===== config.mk =====
export PLATFORM = sky130hd
export DESIGN_NAME = ssd_scan_ctrl
export DESIGN_NICKNAME = d
export VERILOG_FILES = /design/src/rtl/ssd_scan_ctrl.sv
export SDC_FILE = /design/constraint.sdc
export NUM_CORES = 1
export LEC_CHECK = 0
export BUFFER_PORTS_ARGS = -buffer_cell sky130_fd_sc_hd__buf_4
export CAP_MARGIN = 5
export CORE_MARGIN = 3
export CORE_UTILIZATION = 55
export DETAILED_ROUTE_END_ITERATION = 10
export GPL_TIMING_DRIVEN = 0
export PLACE_DENSITY = 0.77
export SLEW_MARGIN = 40
export SYNTH_ARGS = -nofsm -noshare
export SYNTH_HDL_FRONTEND = slang
export SYNTH_SLANG_ARGS = --single-unit

===== constraint.sdc =====
create_clock -name clk -period 5.5 [get_ports clk]
set_input_delay 0.275 -clock clk [delete_from_list [all_inputs] [get_ports clk]]
set_output_delay 0.275 -clock clk [all_outputs]
set_load 0.005 [all_outputs]

===== src/rtl/ssd_scan_ctrl.sv =====
// ---------------------------------------------------------------------------
// ssd_scan_ctrl
//
// Four-digit scan controller that feeds a BCD-to-segment decoder. It holds
// the displayed value in a shadow register and presents one 4-bit digit code
// per scan slot. It drives active-low digit enables and can blank leading
// zeros. New values enter through a pending register and reach the shadow
// register only at a frame boundary, so a frame never shows a torn value.
//
// Ports:
//   clk        in   system clock; all state updates on the rising edge
//   rst_n      in   synchronous active-low reset
//   digits_in  in   [15:12]=digit3 (leftmost) ... [3:0]=digit0 (rightmost)
//   load       in   capture digits_in into the pending register this edge
//   blank_lz   in   leading-zero blanking enable (registered internally)
//   load_ack   out  one-cycle pulse: pending value moved into the display
//   frame_tick out  one-cycle pulse: scan wrapped from digit 3 to digit 0
//   digit_sel  out  current scan index
//   bcd_out    out  digit code for the current slot
//   ssd_ctl    out  active-low digit enables (one-hot-low or all ones)
//
// Every output is taken from registers. No input reaches an output
// combinationally.
// ---------------------------------------------------------------------------
module ssd_scan_ctrl #(
  parameter int DIV_WIDTH = 16
) (
  input  logic        clk,
  input  logic        rst_n,
  input  logic [15:0] digits_in,
  input  logic        load,
  input  logic        blank_lz,
  output logic        load_ack,
  output logic        frame_tick,
  output logic [1:0]  digit_sel,
  output logic [3:0]  bcd_out,
  output logic [3:0]  ssd_ctl
);

  logic [DIV_WIDTH-1:0] divCnt_q, divCnt_d;
  logic [1:0]           digitSel_q, digitSel_d;
  logic [15:0]          shadow_q, shadow_d;
  logic [15:0]          pendVal_q, pendVal_d;
  logic                 pend_q, pend_d;
  logic                 blank_q, blank_d;
  logic                 loadAck_q, loadAck_d;
  logic                 frameTick_q, frameTick_d;

  logic                 scanTick;
  logic                 frameEdge;
  logic [3:0]           leadZero;
  logic                 blanked;

  // Next-state logic. A frame boundary is the last divider count of slot 3.
  // At that edge the pending value (as it was before the edge) moves into
  // the shadow register. A load on the same edge refills the pending
  // register afterwards, so the transfer and the new capture do not collide.
  always_comb begin
    scanTick    = &divCnt_q;
    frameEdge   = scanTick && (digitSel_q == 2'd3);

    divCnt_d    = divCnt_q + DIV_WIDTH'(1);
    digitSel_d  = scanTick ? digitSel_q + 2'd1 : digitSel_q;
    shadow_d    = shadow_q;
    pendVal_d   = pendVal_q;
    pend_d      = pend_q;
    blank_d     = blank_lz;
    loadAck_d   = 1'b0;
    frameTick_d = frameEdge;

    if (frameEdge && pend_q) begin
      shadow_d  = pendVal_q;
      loadAck_d = 1'b1;
      pend_d    = 1'b0;
    end

    if (load) begin
      pendVal_d = digits_in;
      pend_d    = 1'b1;
    end
  end

  // State registers. Reset takes priority over load and over the frame
  // boundary, so a pending value is discarded and produces no acknowledge.
  always_ff @(posedge clk) begin
    if (!rst_n) begin
      divCnt_q    <= '0;
      digitSel_q  <= 2'd0;
      shadow_q    <= 16'h0000;
      pendVal_q   <= 16'h0000;
      pend_q      <= 1'b0;
      blank_q     <= 1'b0;
      loadAck_q   <= 1'b0;
      frameTick_q <= 1'b0;
    end else begin
      divCnt_q    <= divCnt_d;
      digitSel_q  <= digitSel_d;
      shadow_q    <= shadow_d;
      pendVal_q   <= pendVal_d;
      pend_q      <= pend_d;
      blank_q     <= blank_d;
      loadAck_q   <= loadAck_d;
      frameTick_q <= frameTick_d;
    end
  end

  // Leading-zero detection works from the left. Digit k counts as a leading
  // zero only when it and every digit to its left are zero. Digit 0 is never
  // blanked, so an all-zero value still shows a single 0.
  always_comb begin
    leadZero[3] = (shadow_q[15:12] == 4'h0);
    leadZero[2] = leadZero[3] && (shadow_q[11:8] == 4'h0);
    leadZero[1] = leadZero[2] && (shadow_q[7:4] == 4'h0);
    leadZero[0] = 1'b0;
    blanked     = blank_q && leadZero[digitSel_q];
  end

  // Slot output. A blanked digit keeps its code on bcd_out, and only the
  // enable is suppressed.
  always_comb begin
    bcd_out = 4'h0;
    ssd_ctl = 4'b1111;
    case (digitSel_q)
      2'd0: begin bcd_out = shadow_q[3:0];   ssd_ctl = 4'b1110; end
      2'd1: begin bcd_out = shadow_q[7:4];   ssd_ctl = 4'b1101; end
      2'd2: begin bcd_out = shadow_q[11:8];  ssd_ctl = 4'b1011; end
      2'd3: begin bcd_out = shadow_q[15:12]; ssd_ctl = 4'b0111; end
      default: begin bcd_out = 4'h0;         ssd_ctl = 4'b1111; end
    endcase
    if (blanked) begin
      ssd_ctl = 4'b1111;
    end
  end

  assign load_ack   = loadAck_q;
  assign frame_tick = frameTick_q;
  assign digit_sel  = digitSel_q;

endmodule


Word level (Yosys, flattened, before mapping):

Cells that the tools add are included.

* logic and storage cells: 33
* register bits after elaboration: 54

* reduce and logical (&&, ||, !) cells: 11
* equal/unequal tests: 3
* $lt $le $gt $ge: 1
* muxes and demuxes: 8
* add/subtract/negate cells: 2

Operators with widths (count)
* $pmux W4 S4: 2
* $add A16 B1 Y16 const B: 1
* $reduce_and A16 Y1: 1
* $logic_not A4 Y1: 3
* $logic_and A1 B1 Y1: 5
* $eq A2 B2 Y1 const B: 2
* $mux W1: 4
* $mux W4: 1
* $lt A2 B3 Y1 const B: 1
* $add A2 B1 Y2 const B: 1
* $bmux W1 S2: 1
* $eq A2 B1 Y1 const B: 1
* $logic_not A2 Y1: 1
* $reduce_bool A2 Y1: 1

Depth between registers and ports, before layout:

* word-level depth: 7
* mapped depth: 7
* mapped depth without buffers: 5

Least setup slack after synthesis:

No wires, ideal clock.

* path kind: reg-to-reg
* start: reg divCnt_q[0]
* end: reg shadow_q[10]
* library setup time: 0.072 ns
* cell stages (with the launch flop): 8
* required time: 5.428 ns
* data arrival time: 1.875 ns
* path slack: 3.554 ns
* period minus slack after synthesis: 1.946 ns
* cell sequence: dfxtp_1 ha_1 nand4_1 or2_1 buf_6 nor3_4 buf_12 mux2i_1

* longest elaborated chain between the ends: 3

Ends and longest elaborated chain
* from (decl): RTL line 40 `logic [DIV_WIDTH-1:0] divCnt_q, divCnt_d;`
* from (signal assigned): RTL line 96 `divCnt_q <= divCnt_d;`
* $reduce_and A16 Y1: RTL line 59 `scanTick = &divCnt_q;`
* $logic_and A1 B1 Y1: RTL line 60 `frameEdge = scanTick && (digitSel_q == 2'd3);`
* $logic_and A1 B1 Y1: RTL line 71 `if (frameEdge && pend_q) begin`
* to (signal assigned): RTL line 98 `shadow_q <= shadow_d;`
* to (decl): RTL line 42 `logic [15:0] shadow_q, shadow_d;`

Every way passes these cells.
A chain may end at the register's enable or synchronous reset.

Worst setup path after layout:

* start: reg divCnt_q[0]
* end: reg shadow_q[6]

The elaborated chain is that of the path after synthesis.

==> metrics.sh <==
STATUS='completed'
START_UTIL=0.578
TOP_LEVEL_PORTS=32
GRT_PASS1_WL_UM=7600
WORST_EP_REQUIRED_TIME_PS=5730
POST_SYNTH.CELL_AREA_AVG_UM2=9.35
CRITPATHMAXFANOUT=10
TIGHTEST_SLEW_PS=737
LAYOUT.CORE_UTILIZATION=0.668
GRT_START_MAX_NET_PINS=15
SYNTHESIS.INSTANCES=251
YOSYS_WARNINGS=0
GRT_SETUP_UNREPAIRED='no'
SETUP_VIOL=0
TIMING.CRITICAL_PATH.CELLS='ha_1 > nand4_1 > or2_1 > buf_6 > nor3_4 > buf_12 > mux2i_1'
FIRST_ITER_VIOLATIONS=132
FIN_MAX_SLEW_VIOS=0
GLOBALROUTEOVERFLOWTOTAL=0
YS_FF_LATCH=54
TIMING.CRITICAL_PATH.TO_TYPE='flop'
TRITONCTS.NUM_BUFFERS=5
SETUP_TOTAL_NEG_SLACK_PS=0
SKEW_PS=4.51
DRT_FIRST_PASS_ITERS=4
MULTI_INPUT_COMB_AREA_UM2=1150
GRT_PASS1_VIAS=1691
CRITICAL_PATH.STARTPOINT_TYPE='flop'
CRIT_PATH_TOP_DELAY_CELL='sky130_fd_sc_hd__nor3_4'
CLOCK_INSERTION_DELAY_WORST_SKEW_PS=300
FINAL_NET_COUNT=312
FINAL.MIN_CLOCK_PERIOD_PS=2270
DIEWIDTH_UM=71.3
GP_ROUTABILITY_CONGESTION=0.769
BUFFER_PORTS.INSERTED=29
POWER_uW=661
VIA_COUNT=1784
FINAL-HOLD-VIOLATION-COUNT=0
WORST-ENDPOINT-ARRIVAL_PS=2500
CTS.ROOT.BUFFER_CELL='sky130_fd_sc_hd__clkbuf_8'
ANTENNA_CELLS_INSERTED=0
DIE_H_UM=71.3
CLKSLEWWORSTSETUPHOLDPATHS_PS=80
DETAIL-ROUTE-ANTENNA-NETS=0
POWERDENSITY_nW_PER_UM2=244
WORST_IR_DROP_VDD_uV=194
PLACEMENT_ROWS=23
POST_ROUTE_CELLS_DRIVE_ABOVE_1_SHARE=0.154
FMAX_MHz=441
CORE_REGION_AREA_UM2=4060
COUNT_OF_CELL_TYPES_IN_THE_NETLIST=31
P_LEAK_nW=1.08
WIRELENGTH_UM=4390
GRT_ANTENNA_BEFORE_REPAIR=0
CRIT_TYPE='flop to flop'
CTS_RESIZED=0
POST_SYNTH_INSTANCE_AREA_UM2=2350
FINAL.FILL_COUNT=338
POST-DP-HPWL_UM=3290
WORST_PATH_LARGEST_CELL_DELAY_PS=450
MEAN_NUMBER_OF_VIAS_PER_CELL=5.31
SEQCELLAREA_UM2=1080
SYNTH_FP_NETS=276
MIN_PERIOD_OVER_PERIOD=0.412
TRITONCTS='built'
SLEW_HEADROOM=0.509
CLKSINKCOUNT=54
CTS_MAX_PATH_BUFFERS=2
POST_CTS.REPAIR.SETUP_BUFFERS=0
CAP_VIOLATIONS=0
CTSHOLDBUFFERS=0
TIMING.HOLD.WORST.CLASS='input pin to flop'
GRT.TOTAL_USAGE=0.187
YS_SEQ_AREA_FRAC=0.461
DETAIL_ROUTE.DRC_VIOLATIONS=0
DRT-WIRELENGTH-PER-CELL_UM=13.1
DIE_AREA_UM2=5090
HTREE_NUM_LEVELS=2
SYN2LAYOUT_AREA_GROWTH_PCT=15.5
==> per-stage QoR <==
stage	setup slack, ps	instances	instance area, um^2	hold WS, ps
floorplan	3550	251	2350	402
global placement	3270	330	2630	446
detailed placement	3240	330	2630	450
CTS	3210	336	2710	184
global route	3020	336	2710	192
finish	3230	336	2710	186
==> routing by layer <==
layer  vias to the layer above  track usage  wire length, um
met4                         0       0.0814              110
li1                        925            -                -
met1                       801        0.248             2120
met3                        13       0.0477              228
met2                        45        0.287             1930
met5                         -            0                0
==> sequential cells by signal, indices dropped and copies added (netlist names) <==
signal	cells
divCnt_q	16
pend_q	1
digit_sel	2
load_ack	1
frame_tick	1
blank_q	1
shadow_q	16
pendVal_q	16
==> layout make-up <==
type | instances | area share
Sequential cell | 54 | 0.399
Timing Repair Buffer | 29 | 0.0803
Clock buffer | 6 | 0.0305
Buffer | 12 | 0.0254
Tap cell | 50 | 0.0231
Multi-Input combinational cell | 173 | 0.425
Inverter | 12 | 0.0166
==> cell families after synthesis <==
group                    count (synthesis)  share of synthesized area
AO/OA/AOI/OAI                           12                     0.0352
XOR/XNOR                                13                     0.0485
adder cells (fa/ha/maj)                  5                     0.0267
buffers and inverters                   24                     0.0485
flip-flops                              54                      0.461
multiplexers                            37                      0.158
AND/OR/NAND/NOR                        106                      0.223
==> Yosys cell counts (all sizes together) <==
cell / count / area share
nor2: 30 / 0.048
ha: 5 / 0.027
nor4: 7 / 0.019
nor3: 4 / 0.013
or2: 1 / 0.0027
buf: 3 / 0.015
mux2i: 37 / 0.16
nand2b: 5 / 0.013
and3: 1 / 0.0032
clkbuf: 9 / 0.014
xnor2: 7 / 0.026
o21ai: 3 / 0.0064
clkinv: 1 / 0.0016
xor2: 6 / 0.022
and4: 2 / 0.0080
nand3: 6 / 0.013
o31ai: 1 / 0.0032
inv: 11 / 0.018
nand2: 38 / 0.061
nand4: 7 / 0.028
a222oi: 4 / 0.017
and2: 3 / 0.0080
a21oi: 4 / 0.0085
or3: 2 / 0.0064
dfxtp: 54 / 0.46
==> worst paths after layout <==
check                            from                        to  slack [ps]  depth (start not counted)
min reg2reg  shadow_q[2]$_SDFFE_PN0P_  shadow_q[2]$_SDFFE_PN0P_         460                          2
min                          blank_lz        blank_q$_SDFF_PN0_         190                          2
max reg2reg    divCnt_q[0]$_SDFF_PN0_  shadow_q[6]$_SDFFE_PN0P_        3230                          7
max            divCnt_q[0]$_SDFF_PN0_  shadow_q[6]$_SDFFE_PN0P_        3230                          7
==> where the power goes <==
| group | switching, mW | leakage [nW] | internal, mW | total, mW |
|---|---|---|---|---|
| clock | 0.117 | 0.0431 | 0.0973 | 0.214 |
| sequential | 0.00719 | 0.439 | 0.400 | 0.408 |
| combinational | 0.0199 | 0.597 | 0.0192 | 0.0391 |
| total | 0.144 | 1.08 | 0.517 | 0.661 |
==> cells in the final DEF, fill, tap and decap left out <==
| master | count |
|---|---|
| sky130_fd_sc_hd__clkinv_1 | 1 |
| sky130_fd_sc_hd__buf_1 | 1 |
| sky130_fd_sc_hd__xnor2_1 | 7 |
| sky130_fd_sc_hd__nand4_1 | 5 |
| sky130_fd_sc_hd__nor2_1 | 30 |
| sky130_fd_sc_hd__nor3_4 | 1 |
| sky130_fd_sc_hd__nand2_1 | 38 |
| sky130_fd_sc_hd__nand4_4 | 1 |
| sky130_fd_sc_hd__nand3_1 | 6 |
| sky130_fd_sc_hd__and2_1 | 3 |
| sky130_fd_sc_hd__dfxtp_1 | 54 |
| sky130_fd_sc_hd__mux2i_1 | 37 |
| sky130_fd_sc_hd__and3_2 | 1 |
| sky130_fd_sc_hd__buf_12 | 1 |
| sky130_fd_sc_hd__nor3_1 | 3 |
| sky130_fd_sc_hd__o21ai_0 | 3 |
| sky130_fd_sc_hd__a222oi_1 | 4 |
| sky130_fd_sc_hd__nor4_1 | 7 |
| sky130_fd_sc_hd__clkbuf_1 | 9 |
| sky130_fd_sc_hd__nand4_2 | 1 |
| sky130_fd_sc_hd__or2_1 | 1 |
| sky130_fd_sc_hd__or3_2 | 2 |
| sky130_fd_sc_hd__xor2_1 | 6 |
| sky130_fd_sc_hd__ha_1 | 5 |
| sky130_fd_sc_hd__and4_1 | 1 |
| sky130_fd_sc_hd__buf_4 | 29 |
| sky130_fd_sc_hd__o31ai_1 | 1 |
| sky130_fd_sc_hd__nand2b_1 | 5 |
| sky130_fd_sc_hd__clkbuf_8 | 6 |
| sky130_fd_sc_hd__a21oi_1 | 4 |
| sky130_fd_sc_hd__and4_2 | 1 |
| sky130_fd_sc_hd__buf_6 | 1 |
| sky130_fd_sc_hd__inv_1 | 11 |
==> critical path: cells and delay by family (launching register included) <==
family | cells | cell delay, ps
simple gates | 3 | 930
flops | 1 | 430
buf+inv | 2 | 350
fa+ha+maj | 1 | 300
mux | 1 | 180
(Power assumes the default switching activity.)
